`src/rtl/fade_sequencer.sv`:
```
// PWM duty-cycle fade sequencer: ramps duty up to a latched peak, holds, ramps back down,
// optionally repeating, with every ramp step paced by a divided PWM-period tick.
module fade_sequencer #(
    parameter int unsigned STEP = 1
) (
    input  logic       CLOCK_50,
    input  logic       Resetn,
    input  logic       Start,
    input  logic       Stop,
    input  logic       Repeat,
    input  logic       PeriodTick,
    input  logic [7:0] Target,
    input  logic [7:0] StepDiv,
    input  logic [3:0] Hold,
    output logic [7:0] DUTYCONTROL,
    output logic       Busy,
    output logic       Done,
    output logic [1:0] State,
    output logic [7:0] Cycles
);

    typedef enum logic [1:0] {
        S_IDLE = 2'b00,
        S_RISE = 2'b01,
        S_HOLD = 2'b10,
        S_FALL = 2'b11
    } state_t;

    localparam logic [8:0] STEP9 = 9'(STEP);
    localparam logic [7:0] STEP8 = 8'(STEP);

    state_t     r_state,    w_state_nx;
    logic [7:0] r_duty,     w_duty_nx;
    logic [7:0] r_tick,     w_tick_nx;
    logic [7:0] r_target,   w_target_nx;
    logic [7:0] r_div,      w_div_nx;
    logic [7:0] r_cycles,   w_cycles_nx;
    logic [3:0] r_hold_lim, w_hold_lim_nx;
    logic [3:0] r_hold_cnt, w_hold_cnt_nx;
    logic       r_done,     w_done_nx;
    logic       r_abort,    w_abort_nx;

    logic [7:0] w_div_eff;
    logic       w_step;
    logic [8:0] w_sum;

    // A latched divider of zero behaves exactly like a divider of one.
    assign w_div_eff = (r_div == 8'd0) ? 8'd1 : r_div;
    assign w_step    = PeriodTick && (({1'b0, r_tick} + 9'd1) == {1'b0, w_div_eff});
    assign w_sum     = {1'b0, r_duty} + STEP9;

    always_comb begin
        // NOTE: every next-value signal gets a default before the case so no latch is inferred.
        w_state_nx    = r_state;
        w_duty_nx     = r_duty;
        w_tick_nx     = r_tick;
        w_target_nx   = r_target;
        w_div_nx      = r_div;
        w_cycles_nx   = r_cycles;
        w_hold_lim_nx = r_hold_lim;
        w_hold_cnt_nx = r_hold_cnt;
        w_done_nx     = 1'b0;
        w_abort_nx    = r_abort;

        if (PeriodTick) begin
            w_tick_nx = w_step ? 8'd0 : r_tick + 8'd1;
        end

        unique case (r_state)
            S_IDLE: begin
                w_duty_nx = 8'd0;
                if (Start && !Stop) begin
                    w_tick_nx     = 8'd0;
                    w_target_nx   = Target;
                    w_div_nx      = StepDiv;
                    w_hold_lim_nx = Hold;
                    w_cycles_nx   = 8'd0;
                    w_abort_nx    = 1'b0;
                    if (Target == 8'd0) begin
                        w_done_nx = 1'b1;
                    end else begin
                        w_state_nx = S_RISE;
                    end
                end
            end
            S_RISE: begin
                if (w_step) begin
                    if (w_sum >= {1'b0, r_target}) begin
                        w_duty_nx     = r_target;
                        w_state_nx    = S_HOLD;
                        w_hold_cnt_nx = 4'd0;
                    end else begin
                        w_duty_nx = w_sum[7:0];
                    end
                end
                // An abort overrides a same-cycle arrival at the peak.
                if (Stop) begin
                    w_state_nx = S_FALL;
                    w_abort_nx = 1'b1;
                end
            end
            S_HOLD: begin
                if (r_hold_cnt == r_hold_lim) begin
                    w_state_nx = S_FALL;
                end else if (w_step) begin
                    w_hold_cnt_nx = r_hold_cnt + 4'd1;
                end
                if (Stop) begin
                    w_state_nx = S_FALL;
                    w_abort_nx = 1'b1;
                end
            end
            S_FALL: begin
                if (w_step) begin
                    if (r_duty <= STEP8) begin
                        w_duty_nx   = 8'd0;
                        w_cycles_nx = r_cycles + 8'd1;
                        if (Repeat && !r_abort) begin
                            w_state_nx = S_RISE;
                        end else begin
                            w_state_nx = S_IDLE;
                            w_done_nx  = 1'b1;
                            w_abort_nx = 1'b0;
                        end
                    end else begin
                        w_duty_nx = r_duty - STEP8;
                    end
                end
            end
        endcase
    end

    // NOTE: state registers use non-blocking assignments so every flop samples pre-edge values.
    always_ff @(posedge CLOCK_50 or negedge Resetn) begin
        if (!Resetn) begin
            r_state    <= S_IDLE;
            r_duty     <= 8'd0;
            r_tick     <= 8'd0;
            r_target   <= 8'd0;
            r_div      <= 8'd0;
            r_cycles   <= 8'd0;
            r_hold_lim <= 4'd0;
            r_hold_cnt <= 4'd0;
            r_done     <= 1'b0;
            r_abort    <= 1'b0;
        end else begin
            r_state    <= w_state_nx;
            r_duty     <= w_duty_nx;
            r_tick     <= w_tick_nx;
            r_target   <= w_target_nx;
            r_div      <= w_div_nx;
            r_cycles   <= w_cycles_nx;
            r_hold_lim <= w_hold_lim_nx;
            r_hold_cnt <= w_hold_cnt_nx;
            r_done     <= w_done_nx;
            r_abort    <= w_abort_nx;
        end
    end

    assign DUTYCONTROL = r_duty;
    assign Busy        = (r_state != S_IDLE);
    assign Done        = r_done;
    assign State       = r_state;
    assign Cycles      = r_cycles;

endmodule

```
`config.mk`:
```
export PLATFORM = sky130hd
export DESIGN_NAME = fade_sequencer
export DESIGN_NICKNAME = d
export VERILOG_FILES = /design/src/rtl/fade_sequencer.sv
export SDC_FILE = /design/constraint.sdc
export NUM_CORES = 1
export LEC_CHECK = 0
export CORE_MARGIN = 2
export CORE_UTILIZATION = 50
export CTS_CLUSTER_SIZE = 30
export DETAILED_ROUTE_END_ITERATION = 16
export GPL_ROUTABILITY_DRIVEN = 0
export GPL_TIMING_DRIVEN = 0
export PLACE_DENSITY = 0.77
export SYNTH_ARGS = -nofsm -noshare
export SYNTH_HDL_FRONTEND = slang
export SYNTH_SLANG_ARGS = --single-unit
```
`constraint.sdc`:
```
create_clock -name CLOCK_50 -period 2.5 [get_ports CLOCK_50]
set_input_delay 0.25 -clock CLOCK_50 [delete_from_list [all_inputs] [get_ports CLOCK_50]]
set_output_delay 0.25 -clock CLOCK_50 [all_outputs]
set_load 0.005 [all_outputs]
```
Word level (Yosys, flattened, before mapping)
Index checks and enable logic that the tools add are counted.

$add $sub $neg: 6. $lt $le $gt $ge: 2. Eq/ne operators: 18. Mux-type cells: 42. Reduce and logical (&&, ||, !) cells: 19.

Operators with widths (number): $mux W8 (12); $pmux W8 S3 (1); $add A8 B1 Y9 const B (2); $mux W2 (9); $ne A2 B2 Y1 const B (9); $add A8 B1 Y8 const B (2); $logic_not A8 Y1 (2); $mux W4 (4); $pmux W8 S2 (1); $mux W1 (11); $reduce_and A5 Y1 (2); $eq A9 B8 Y1 (1); $ge A9 B8 Y1 (1); $ne A3 B3 Y1 const B (3); $le A8 B1 Y1 const B (1); $pmux W2 S4 (1); $pmux W4 S2 (1); $sub A8 B1 Y8 const B (1); $reduce_and A7 Y1 (1); $reduce_bool A2 Y1 (3); $add A4 B1 Y4 const B (1); $eq A2 B2 Y1 const B (2); $eq A4 B4 Y1 (1); $reduce_and A4 Y1 (1); other kinds (11) (14).

Register bits: 52. Bits of input ports: 26. Output and inout bits: 20. Word-level logic and storage cells: 97.

Longest topological paths before layout
Gate-level depths: netlist of run 1.

Word-level depth: 8. Gate-level depth with buffers: 13. Mapped depth without buffers: 11.

Worst setup path before layout of run 1
No wires, ideal clock.

Path type: register to register. Start: reg r_duty[3] (netlist: DUTYCONTROL[3]). End: reg r_duty[2] (netlist: DUTYCONTROL[2]). Library setup time: 0.142 ns. Data arrival time: 2.683 ns. Data required time: 2.358 ns. Path slack: -0.325 ns. Stages on the path, launching flop included: 13. Path buffers: 2. Clock period less this slack: 2.825 ns. Cell sequence: dfrtp_1 -> buf_2 -> and3_1 -> and3_1 -> nand3_1 -> xnor2_1 -> ha_1 -> nand4_1 -> o211ai_1 -> clkbuf_1 -> nor4b_1 -> a211oi_1 -> o221ai_1.

Word-level cells in the longest chain between the ends: 5. Elaborated cells between the ends (all ways): 8. Those cells by class: add/sub: 1; order compare: 2; mux: 5.

RTL lines: start, declared (line 33) `logic [7:0] r_duty, w_duty_nx;`; start signal, assigned (line 148) `r_duty <= w_duty_nx;`; $add A8 B1 Y9 (line 50) `assign w_sum = {1'b0, r_duty} + STEP9;`; $ge A9 B8 Y1 (line 88) `if (w_sum >= {1'b0, r_target}) begin`; $mux W8 (line 88); $mux W8 (line 87) `if (w_step) begin`; $pmux W8 S3 * (line 69) `unique case (r_state)`.

Mark *: on every way between the ends. The rest lies on a longest branch, timed or not. The select of a mux whose other input is x is not followed. A chain may end at the register's enable or synchronous reset.

Worst setup path in the final report of run 1
Start: reg r_duty[0] (netlist: DUTYCONTROL[0]). End: reg r_duty[1] (netlist: DUTYCONTROL[1]).

The elaborated chain is that of the path after synthesis.

==> metrics.md, run 1 <==
| Metric | Value |
|---|---|
| Layout net count | `about 540` |
| Htree depth | `2` |
| Hold Path Class | `primary input to async pin` |
| Top_reg_cell synth | `dfrtp_1` |
| Status | `finished, violations left` |
| Critical path arrival | `around 3.0 ns` |
| Worst-margin pin slew | `between 0.7 and 0.8 ns` |
| Crit-path max FO | `6` |
| Setup slack at placement | `-0.800 ns` |
| Placed inst area | `4170 µm²` |
| Peak supply drop | `slightly below 0.6 mV` |
| Yosys cell types | `between 60 and 70` |
| Fin area | `around 4900 µm²` |
| Port bufs | `45` |
| Vias | `roughly 3500` |
| Slew Limit Headroom | `0.507` |
| Pwr Density | `between 1000 and 1500 nW/µm²` |
| Syn Inst Count | `approximately 400` |
| Flops & latches, synth | `52` |
| Clk sinks | `between 50 and 60` |
| Proportion of layout cells with a drive suffix above 1 | `0.232` |
| Most frequent cells in the layout | `nand2_1 (65), dfrtp_1 (49), clkdlybuf4s50_1 (44)` |
| Die Y | `88.2 µm` |
| Overall routing resource usage | `0.260` |
| Routed length per instance | `around 18 µm` |
| Placed cells | `between 500 and 600` |
| Hpwl dp | `roughly 6.6 mm` |
| Ys Warns | `0` |
| Fin cells | `between 500 and 600` |
| WP data required | `approximately 2.7 ns` |
| Syn nets | `between 400 and 500` |
| Hold WS | `~0.36 ns` |
| Die ar. | `between 7000 and 8000 µm²` |
| Remaining Overflow, GRT | `0` |
| Worst reg-to-reg setup slack | `-0.29 ns` |
| Area grow syn2layout | `37.3%` |
| Die width | `just under 90 µm` |
| Synth top area cells | `dfrtp_1 (37%), nand2_1 (6.9%), ha_1 (6.4%)` |
| Fmax achieved | `between 300 and 400 MHz` |
| Worst setup margin | `-0.288 ns` |
| RSZ-0062 raised after global routing | `true` |
| Final Hold Fails | `0` |
| Share of synthesized flip-flops with an asynchronous set or reset | `1.00` |
| Residual DRC | `0` |
| Synth top area share | `0.367` |
| Routed vias/inst | `approximately 6.0` |
| Sequential-to-total area share from yosys stat | `0.367` |
| Setup crit end kind | `flop` |
| Startpoint Class | `flop` |
| Core ar. | `6830 µm²` |
| EDFF count, synth | `0` |
| Antenna diode count | `0` |
| DRT Pass-1 Iters | `5` |
| Root Driver | `clkbuf_8` |
| Initial Util | `0.519` |
| Fin crit period | `roughly 2.8 ns` |
| CTS buffer count | `5` |
| Setup Skew | `0.0169 ns` |
| Failing checks | `negative setup slack` |
| Drt first-iter violations | `around 380` |
| Cell row count | `30` |
| P_leak | `between 2 and 2.5 nW` |
| Detailed Route WL | `about 11 mm` |
| Slew Viols, Final | `0` |
| Antenna violations before repair | `0` |
| First-pass GRT wire length | `16.0 mm` |
| Clock Latency Late Sink | `0.33 ns` |
| Setup violators final | `23` |
| MaxCap Viol Count | `0` |
| Vias in the first global route | `about 3300` |
| CTS tree | `yes` |
| Most area-hungry cell type in the Yosys netlist | `dfrtp_1` |
| Final worst-path cycle share | `1.12` |
| IO Count | `46` |
| Clock transition at the registers of the reported paths | `approximately 0.10 ns` |
| Syn avg cell area | `8.67 µm²` |
| Worst Path Class, Setup | `flop to flop` |
| Most common cell after layout, fill and taps aside | `nand2_1` |
| Worst R2R Path Depth | `12` |
| Clock Tree Buf Depth | `2` |
| ANT nets after route | `0` |
| Synthesized cell area | `~3500 µm²` |
| Largest net degree at the start of global routing | `40` |
| R2r startpoint | `DUTYCONTROL[0]` |
| FF-to-FF End | `DUTYCONTROL[1]` |
-- critical path, cell delays in order, from the launching register on --
cell	delay (ns)
dfrtp_2	0.45
ha_2	0.26
xor2_1	0.18
ha_1	0.29
o21ai_0	0.10
o21bai_1	0.19
a21oi_1	0.09
o211ai_1	0.19
buf_4	0.19
buf_4	0.12
mux2_2	0.33
a211oi_2	0.19
a21oi_1	0.08
-- cell type report --
| cell class | instances | area, µm² |
|---|---|---|
| Sequential cell | 52 | 1310 |
| Inverter | 18 | 71.3 |
| Timing Repair Buffer | 79 | 767 |
| Clock buffer | 6 | 72.6 |
| Fill cell | 516 | 1960 |
| Buffer | 19 | 161 |
| Tap cell | 96 | 120 |
| Multi-Input combinational cell | 319 | 2330 |
| Clock inverter | 2 | 38.8 |
-- flip-flops by register name (all words and copies together) (netlist names) --
| name | flops |
|---|---|
| Cycles | 8 |
| DUTYCONTROL | 8 |
| r_div | 8 |
| r_target | 8 |
| r_tick | 8 |
| r_hold_cnt | 4 |
| r_hold_lim | 4 |
| State | 2 |
| Done | 1 |
| r_abort | 1 |
-- power by group --
group | total (mW) | leakage (nW) | internal [mW] | switching (mW)
Combinational | 3.14 | 1.35 | 1.44 | 1.70
Sequential | 1.41 | 0.671 | 1.11 | 0.300
Clock | 0.620 | 0.0558 | 0.303 | 0.317
Total | 5.17 | 2.08 | 2.85 | 2.31
-- per-layer routing --
metal / GRT usage / share of wire / vias to the layer above
met5: 0 / 0 / -
met3: 0.0434 / 0.071 / 29
met2: 0.417 / 0.49 / 172
met4: 0.0606 / 0.022 / 0
met1: 0.370 / 0.42 / 1703
li1: - / - / 1639
-- cell families (layout without fill, tap and decap cells) --
| family | Yosys count | in the layout | synth area share |
|---|---|---|---|
| simple gates | 168 | 168 | 0.241 |
| compound gates | 100 | 100 | 0.188 |
| flops | 52 | 52 | 0.367 |
| buf+inv | 38 | 124 | 0.0519 |
| xor+xnor | 20 | 20 | 0.0494 |
| fa+ha+maj | 18 | 18 | 0.0635 |
| mux | 13 | 13 | 0.0388 |
-- repair_timing --
item                       4_1_cts  5_1_grt
hold buffers                     1        0
pin swaps                       10       21
hold endpoints to repair        13        0
setup endpoints to repair       43       51
buffers inserted                13       18
gates resized for setup         19       67
gates cloned                     0        1
-- worst max-delay path by stage --
| stage | startpoint | to | slack (ns) | depth (start not counted) |
|---|---|---|---|---|
| global placement | DUTYCONTROL[0] | DUTYCONTROL[2] | -0.67 | 11 |
| global route | DUTYCONTROL[0] | State[1] | -0.37 | 11 |
| CTS | DUTYCONTROL[4] | State[0] | -0.19 | 12 |
| floorplan | DUTYCONTROL[4] | State[0] | -0.17 | 11 |
| detailed placement | DUTYCONTROL[0] | DUTYCONTROL[2] | -0.80 | 11 |
| finish | DUTYCONTROL[0] | DUTYCONTROL[1] | -0.29 | 12 |
-- synth_stat cells (all sizes together) (3+ instances only) --
cell	n
a211oi	5
a21oi	23
a31oi	5
and2	5
and3	10
and4	3
buf	11
clkbuf	9
dfrtp	52
ha	18
inv	18
mux2	6
mux2i	7
nand2	65
nand2b	6
nand3	14
nand4	3
nor2	26
nor2b	4
nor3	11
nor3b	5
nor4	4
o211ai	3
o21ai	34
o221ai	4
or2	3
or3	3
or4	4
xnor2	11
xor2	9
-- metrics by stage --
stage / util / setup TNS, ns / total power, mW
after floorplan: - / -1.21 / 3.05
after global placement: 0.609 / -30.42 / 3.63
after detailed placement: 0.611 / -12.42 / 3.74
after CTS: 0.652 / -1.64 / 4.58
after global routing: 0.712 / -5.89 / 5.46
final: 0.712 / -3.12 / 5.17
(Power assumes the default switching activity.)
==> inputs of run 2 (changes only) <==
--- a/config.mk
+++ b/config.mk
@@ -7,11 +7,12 @@
 export LEC_CHECK = 0
 export CORE_MARGIN = 2
 export CORE_UTILIZATION = 50
+export CTS_CLUSTER_DIAMETER = 50
 export CTS_CLUSTER_SIZE = 30
 export DETAILED_ROUTE_END_ITERATION = 16
 export GPL_ROUTABILITY_DRIVEN = 0
 export GPL_TIMING_DRIVEN = 0
-export PLACE_DENSITY = 0.77
+export PLACE_DENSITY = 0.74
 export SYNTH_ARGS = -nofsm -noshare
 export SYNTH_HDL_FRONTEND = slang
 export SYNTH_SLANG_ARGS = --single-unit
==> constraint.sdc (replaced) <==
create_clock -name CLOCK_50 -period 3.25 [get_ports CLOCK_50]
set_input_delay 0.325 -clock CLOCK_50 [delete_from_list [all_inputs] [get_ports CLOCK_50]]
set_output_delay 0.325 -clock CLOCK_50 [all_outputs]
set_load 0.005 [all_outputs]
==> run 2 against run 1 <==
Compared with the run above:
- the run now ends clean
- sequential share of layout area grew 3.8 points
- non-clock buffer count shrank 29
- maximum frequency shrank 9.7%
- design area shrank 13%
- die area is the same
==> metrics.md, run 2 (synthesized netlist as in run 1, its figures left out) <==
| Metric | Value |
|---|---|
| Crit-path max FO | `9 (was 6)` |
| Setup violators final | `0 (was 23)` |
| Clock Tree Buf Depth | `2 (unchanged)` |
| Critical path arrival | `3.29 ns (was 2.97 ns)` |
| Hold Path Class | `primary input to async pin (unchanged)` |
| ANT nets after route | `0 (unchanged)` |
| Port bufs | `45 (unchanged)` |
| R2r startpoint | `DUTYCONTROL[3] (was DUTYCONTROL[0])` |
| DRT Pass-1 Iters | `5 (unchanged)` |
| Hpwl dp | `6.56 mm (was 6.58 mm)` |
| Clk sinks | `52 (unchanged)` |
| Antenna violations before repair | `0 (unchanged)` |
| Vias | `3253 (was 3543)` |
| Detailed Route WL | `8.90 mm (was 10.6 mm)` |
| Setup Skew | `0.00347 ns (was 0.0169 ns)` |
| Residual DRC | `0 (unchanged)` |
| Proportion of layout cells with a drive suffix above 1 | `0.0837 (was 0.232)` |
| Layout net count | `509 (was 538)` |
| Pwr Density | `777 nW/µm² (was 1060 nW/µm²)` |
| Setup crit end kind | `flop (unchanged)` |
| Peak supply drop | `0.357 mV (was 0.581 mV)` |
| Worst-margin pin slew | `0.744 ns (was 0.730 ns)` |
| Overall routing resource usage | `0.245 (was 0.260)` |
| Fin crit period | `3.09 ns (was 2.79 ns)` |
| Worst Path Class, Setup | `flop to flop (unchanged)` |
| Root Driver | `clkbuf_8 (unchanged)` |
| Die Y | `88.2 µm (unchanged)` |
| Clock transition at the registers of the reported paths | `0.10 ns (about the same)` |
| Fmax achieved | `324 MHz (was 359 MHz)` |
| RSZ-0062 raised after global routing | `false (was true)` |
| Slew Viols, Final | `0 (unchanged)` |
| Cell row count | `30 (unchanged)` |
| Final Hold Fails | `0 (unchanged)` |
| Vias in the first global route | `3081 (was 3305)` |
| Multi-input logic area | `2060 µm² (was 2330 µm²)` |
| Initial Util | `0.519 (unchanged)` |
| IO Count | `46 (unchanged)` |
| Setup slack at placement | `-0.160 ns (was -0.800 ns)` |
| Routed length per instance | `15.8 µm (was 18.0 µm)` |
| CTS buffer count | `5 (unchanged)` |
| Clock Latency Late Sink | `0.31 ns (was 0.33 ns)` |
| Routed vias/inst | `5.79 (was 5.99)` |
| Drt first-iter violations | `251 (was 383)` |
| Remaining Overflow, GRT | `0 (unchanged)` |
| Htree depth | `2 (unchanged)` |
| FF-to-FF End | `State[0] (was DUTYCONTROL[1])` |
| Placed inst area | `4130 µm² (was 4170 µm²)` |
| MaxCap Viol Count | `0 (unchanged)` |
| Slew Limit Headroom | `0.502 (was 0.507)` |
| FILL cells | `633 (was 516)` |
| Largest net degree at the start of global routing | `39 (was 40)` |
| Antenna diode count | `0 (unchanged)` |
| Most frequent cells in the layout | `nand2_1 (65), dfrtp_1 (51), clkdlybuf4s50_1 (44) (was nand2_1 (65), dfrtp_1 (49), clkdlybuf4s50_1 (44))` |
| Final worst-path cycle share | `0.950 (was 1.12)` |
| CP startpoint | `DUTYCONTROL[3] (was DUTYCONTROL[0])` |
| Worst R2R Path Depth | `12 (unchanged)` |
| Startpoint Class | `flop (unchanged)` |
| Area grow syn2layout | `19.9% (was 37.3%)` |
| WP data required | `3.46 ns (was 2.69 ns)` |
| Setup crit end | `State[0] (was DUTYCONTROL[1])` |
| Most common cell after layout, fill and taps aside | `nand2_1 (unchanged)` |
| P_leak | `1.85 nW (was 2.08 nW)` |
| Core ar. | `6830 µm² (unchanged)` |
| Status | `finished, final reports clean (was finished, violations left)` |
| Worst reg-to-reg setup slack | `0.16 ns (was -0.29 ns)` |
| CTS tree | `yes (unchanged)` |
| Fin area | `4250 µm² (was 4870 µm²)` |
| Seq. cell area | `1300 µm² (was 1310 µm²)` |
| Worst setup margin | `0.162 ns (was -0.288 ns)` |
| Die ar. | `7780 µm² (unchanged)` |
| Die width | `88.2 µm (unchanged)` |
| First-pass GRT wire length | `15.1 mm (was 16.0 mm)` |
run 2: metal layers:
layer | global-route usage | wire, µm | vias up
li1 | - | - | 1574
met1 | 0.363 | 4270 | 1585
met2 | 0.386 | 4170 | 86
met3 | 0.0302 | 387 | 8
met4 | 0.0523 | 71 | 0
met5 | 0 | 0 | -
run 2: how the worst min path moves through the flow:
stage / to / slack [ns]
CTS: DUTYCONTROL[4] / 0.47
floorplan: Cycles[0] / 0.03
global route: DUTYCONTROL[4] / 0.49
finish: DUTYCONTROL[5] / 0.45
detailed placement: DUTYCONTROL[4] / 0.27
global placement: r_abort / 0.48
run 2: power breakdown:
part	internal (mW)	total, mW	switching (mW)
Clock	0.158	0.405	0.247
Combinational	0.801	1.83	1.03
Sequential	0.849	1.07	0.217
Total	1.81	3.30	1.49
run 2: worst max-delay path, stage by stage, from the launching register on:
cell      delay, ns
dfrtp_1        0.35
buf_2          0.20
and3_1         0.23
and3_1         0.21
nand3_1        0.10
xnor2_1        0.18
ha_1           0.33
nand4_1        0.11
o211ai_1       0.32
buf_4          0.21
nand2_1        0.07
a211oi_2       0.32
mux2_1         0.35
run 2: stage by stage:
step           std cells  power, mW  TNS (ns)  hold slack (ns)  utilization
2_1_floorplan        409       2.32         0           0.0294            -
3_3_place_gp         550       2.77    -0.404            0.478        0.602
3_5_place_dp         551       2.84    -0.884            0.269        0.605
4_1_cts              562       3.29         0            0.467        0.622
5_1_grt              562       3.58         0            0.488        0.622
6_report             562       3.30         0            0.445        0.622
run 2: final cells by class:
type                    count  area share
plain buffers              20      0.0277
clock buffers               5      0.0162
clock inverters             3     0.00589
inverters                  18      0.0159
multi-input cells         319       0.484
flip-flops and latches     52       0.306
well taps                  96      0.0283
repair buffers             49       0.115
run 2: timing repair:
item | CTS | global route
setup endpoints to repair | 11 | 11
hold buffers | 1 | 0
hold endpoints to repair | 14 | 0
gates resized for setup | 0 | 3
pin swaps | 1 | 2
setup buffers | 2 | 0
==> edit 1: new RTL, config.mk and constraints of run 1 <==
Register the output `State` once more, with the module's reset; this adds one clock of latency there. The other outputs are not delayed to match.
--- a/src/rtl/fade_sequencer.sv
+++ b/src/rtl/fade_sequencer.sv
@@ -162,3 +162,9 @@
     assign Done        = r_done;
-    assign State       = r_state;
+    always_ff @(posedge CLOCK_50 or negedge Resetn) begin
+        if (!Resetn) begin
+            State <= '0;
+        end else begin
+            State <= r_state;
+        end
+    end
     assign Cycles      = r_cycles;
Check against the original RTL: not equivalent (Yosys sat finds a counterexample within 4 cycles, from zero or initial values and one cycle with Resetn low).
==> edit 1 against run 1 <==
The flow still finishes with violations (negative setup slack); wire length shrank 12%; area after synthesis shrank 1.9%; worst setup slack better by 0.044 ns; cell area decreased by 6.5%; sequential cell count increased by 2; critical path depth is the same; synthesized cell count shrank 2.7%; via count decreased by 5.9%.
Power is not compared: it rests on default switching activity, and its combinational part moved more than twofold at a synthesized area within 25%.
==> edit 1: results (changes against run 1) <==
metric	value	unit	change
setup TNS	-2.28	ns	+0.841 ns
Fill cells	526		+1.9%
final hold slack	0.433	ns	+0.0682 ns
least setup slack across all paths after layout	-0.244	ns	+0.0445 ns
instance area at placement	4090	um2	-2.0%
fraction of layout cells with a size suffix above 1	20.0	%	-3.2 points
number of different library cells in the post-synthesis netlist	57		-8.1%
proportion of synthesized area in mux cells	4.46	%	+0.58 points
CP Data Arrival Time	2.99	ns	+0.02 ns
fraction of the mapped netlist area in adder cells	6.48	%	+0.13 points
run status	complete, but fails checks		
largest net degree at the start of global routing	34		-15%
xor and xnor fraction of the mapped netlist area	5.29	%	+0.35 points
longest individual stage delay on the worst path	0.42	ns	-0.03 ns
number of resized instances in the post-cts repair step	32		+13
half-perimeter wire length of the detailed placement result	6210	um	-5.6%
most common library cells after synthesis	74 x sky130_fd_sc_hd__nand2_1, 54 x sky130_fd_sc_hd__dfrtp_1, 29 x sky130_fd_sc_hd__o21ai_0		
worst flop-to-flop path endpoint	r_state[1]$_DFFE_PN0P_		
final worst clock skew	0.00628	ns	-0.0106 ns
Max FO, Critical Path	5		-1
count of final setup violators	14		-39%
slew margin rel.	54.2	%	+3.5 points
placed instance count	524		-4.9%
number of iterations in the first detailed-routing pass	4		-1
pre-CTS setup slack	-0.555	ns	+0.245 ns
worst reg2reg path startpoint	DUTYCONTROL[4]$_DFFE_PN0P_		
synthesized netlist net count	442		-2.4%
sequential cell area fraction in the yosys report	38.9	%	+2.2 points
synthesized instance count	398		-2.7%
vias in the first global route	3107		-6.0%
Via-to-Cell Ratio	6.02		+0.42%
violated checks	negative setup slack		
global router's overall resource usage	24.2	%	-1.8 points
[edit 1: layout make-up]
class	count	area, um2	share of cell area [%]
inverters	18	67.6	1.48
repair buffers	70	656	14.4
well taps	80	100	2.20
multi-input cells	308	2190	48.0
plain buffers	16	93.8	2.06
clock inverters	1	5.00	0.110
flip-flops and latches	54	1360	29.8
clock buffers	7	86.3	1.90
[edit 1: kinds of logic (layout without fill, tap and decap cells)]
group / count (synthesis) / in the layout
compound gates: 85 / 85
flops: 54 / 54
xor+xnor: 21 / 21
fa+ha+maj: 18 / 18
buf+inv: 36 / 112
mux: 14 / 14
simple gates: 170 / 170
[edit 1: routing by layer]
| metal | global-route usage [%] | wire [um] | up-vias |
|---|---|---|---|
| met2 | 40.2 | 4540 | 136 |
| met4 | 7.13 | 198 | 0 |
| met5 | 0 | 0 | - |
| met3 | 2.94 | 544 | 20 |
| met1 | 33.1 | 4030 | 1609 |
| li1 | - | - | 1570 |
==> edit 2: new RTL, flow settings as in run 1 <==
Made on the original files. `r_hold_lim` no longer has a reset.
--- a/src/rtl/fade_sequencer.sv
+++ b/src/rtl/fade_sequencer.sv
@@ -141,3 +141,2 @@
             r_cycles   <= 8'd0;
-            r_hold_lim <= 4'd0;
             r_hold_cnt <= 4'd0;
@@ -152,3 +151,2 @@
             r_cycles   <= w_cycles_nx;
-            r_hold_lim <= w_hold_lim_nx;
             r_hold_cnt <= w_hold_cnt_nx;
@@ -157,2 +155,6 @@
         end
+    end
+
+    always_ff @(posedge CLOCK_50) begin
+        r_hold_lim <= w_hold_lim_nx;
     end
Formal check against the unedited RTL: no difference found for any inputs over 4 cycles, from zero or initial values and one cycle with Resetn low; that may be too few to reach the edited logic, so the function may still have changed.
==> edit 2 against run 1 <==
The flow still finishes with violations (negative setup slack); combinational power fell by 2%; sequential cell count stayed put; power shrank 3.0%; worst setup slack improved by 0.13 ns; wire length shrank 16%; final cell count shrank 7.6%; maximum frequency up 5.1%; clock power fell by 22%; area after synthesis decreased by 5.1%; cell area decreased by 9.8%; critical endpoint unchanged; highest routed layer unchanged.
==> edit 2: results (changes against run 1) <==
metric	value	unit	change
run status	complete, but fails checks		
violated checks	negative setup slack		
pwr dens	1140	nW/um2	+7.6%
number of buffers added by the clock tree synthesis step	5		unchanged
number of flops mapped to enable cells by yosys	4		+4
Worst setup startpoint	DUTYCONTROL[2]$_DFFE_PN0P_		
maximum buffer depth of the clock tree	2		unchanged
number of synthesis warnings	0		unchanged
non-clk buf share	17.4	%	-1.7 points
buffer count excluding the clock tree in the final layout	88		-10%
sequential cell area	1330	um2	+1.6%
Skew-Pair Late Insertion Delay	0.32	ns	
Fill cells	486		-5.8%
number of different library cells in the post-synthesis netlist	53		-15%
total via count after detailed routing	3230		-8.8%
power attributed to the clock group	481	uW	-22%
type of the worst min-delay path	in2async		
area of the multi-input gates	2030	um2	-13%
least setup slack across all paths after layout	-0.153	ns	+0.135 ns
global router's overall resource usage	25.2	%	-0.80 points
Max H-tree Level	2		unchanged
synthesis-stage register bit count	52		unchanged
proportion of cell area spent on the clock network	1.91	%	-0.38 points
CP Data Arrival Time	2.85	ns	-0.12 ns
slew margin rel.	67.3	%	+17 points
number of antenna violations at the first check in global routing	0		unchanged
share of synthesized flip-flops with an asynchronous set or reset	92.3	%	-7.7 points
part of the power in registers	29.1	%	+1.8 points
I/O Buffers	45		unchanged
half-perimeter wire length of the detailed placement result	6220	um	-5.4%
count of hold-fix buffers inserted at cts	1		unchanged
largest net degree at the start of global routing	35		-13%
maximum VDD drop	0.547	mV	-6.0%
clock tree root buffer cell	sky130_fd_sc_hd__clkbuf_8		
count of final setup violators	15		-35%
worst reg2reg path startpoint	DUTYCONTROL[2]$_DFFE_PN0P_		
Detailed Route Iter0 Violations	277		-28%
leakage power summed over all cells	1.85	nW	-11%
sequential cell area fraction in the yosys report	39.3	%	+2.6 points
worst reg2reg path depth	13		+1
Max FO, Critical Path	3		-3
multi-input combinational gate total	298		-6.6%
worst setup path endpoint	DUTYCONTROL[1]$_DFFE_PN0P_		
most common library cells after synthesis	60 x sky130_fd_sc_hd__nand2_1, 48 x sky130_fd_sc_hd__dfrtp_1, 25 x sky130_fd_sc_hd__nor2_1, 25 x sky130_fd_sc_hd__o21ai_0, 23 x sky130_fd_sc_hd__inv_1		
net count reported at finish	512		-4.8%
count of non-CTS inverters in the layout	23		+5
final worst clock skew	0.0141	ns	-0.00277 ns
clock transition at the registers of the reported paths	0.10	ns	about the same
net switching power	2.27	mW	-1.7%
fraction of layout cells with a size suffix above 1	17.7	%	-5.5 points
number of resized instances in the post-cts repair step	23		+4
first-pass GRT wire length	15000	um	-6.4%
post-CTS repair timing setup buffer count	23		+10
clock buf count	6		unchanged
vias in the first global route	3090		-6.5%
number of iterations in the first detailed-routing pass	6		+1
wire length reported by the detailed router	8900	um	-16%
ranking of synthesized cells by area	sky130_fd_sc_hd__dfrtp_1 36%, sky130_fd_sc_hd__ha_1 6.7%, sky130_fd_sc_hd__nand2_1 6.7%		
synthesized netlist net count	437		-3.5%
[edit 2: routing by layer]
metal | vias up | GRT usage (%) | wire length (um)
met2 | 128 | 40.9 | 4280
met5 | - | 0 | 0
met4 | 0 | 7.65 | 152
met1 | 1520 | 34.3 | 3900
li1 | 1560 | - | -
met3 | 22 | 4.72 | 564
[edit 2: metrics by stage]
step	instances	setup TNS, ns	hold WS [ns]	area (um2)	setup WS (ns)
after floorplan	393	-0.00616	-0.0456	3430	-0.00616
after global placement	515	-15.61	0.480	3970	-0.458
after detailed placement	516	-5.54	0.177	3990	-0.465
after CTS	547	-1.15	0.380	4340	-0.203
after global routing	546	-5.01	0.405	4390	-0.335
final	546	-1.30	0.360	4390	-0.153
[edit 2: worst max-delay path, stage by stage, from the launching register on]
cell	delay, ns
sky130_fd_sc_hd__dfrtp_1	0.38
sky130_fd_sc_hd__buf_6	0.10
sky130_fd_sc_hd__and4_4	0.23
sky130_fd_sc_hd__nand4_1	0.14
sky130_fd_sc_hd__xnor2_2	0.18
sky130_fd_sc_hd__ha_1	0.30
sky130_fd_sc_hd__nand4_1	0.12
sky130_fd_sc_hd__nor2_2	0.15
sky130_fd_sc_hd__o31ai_4	0.11
sky130_fd_sc_hd__nand2_2	0.12
sky130_fd_sc_hd__buf_4	0.13
sky130_fd_sc_hd__mux2_2	0.33
sky130_fd_sc_hd__a211oi_2	0.19
sky130_fd_sc_hd__a21oi_1	0.06
[edit 2: cells by family after synthesis]
logic type	after synthesis	synth area share [%]
fa+ha+maj	18	6.69
flops	52	39.3
xor+xnor	18	4.69
simple gates	151	21.3
buf+inv	43	5.21
compound gates	104	20.5
mux	7	2.27
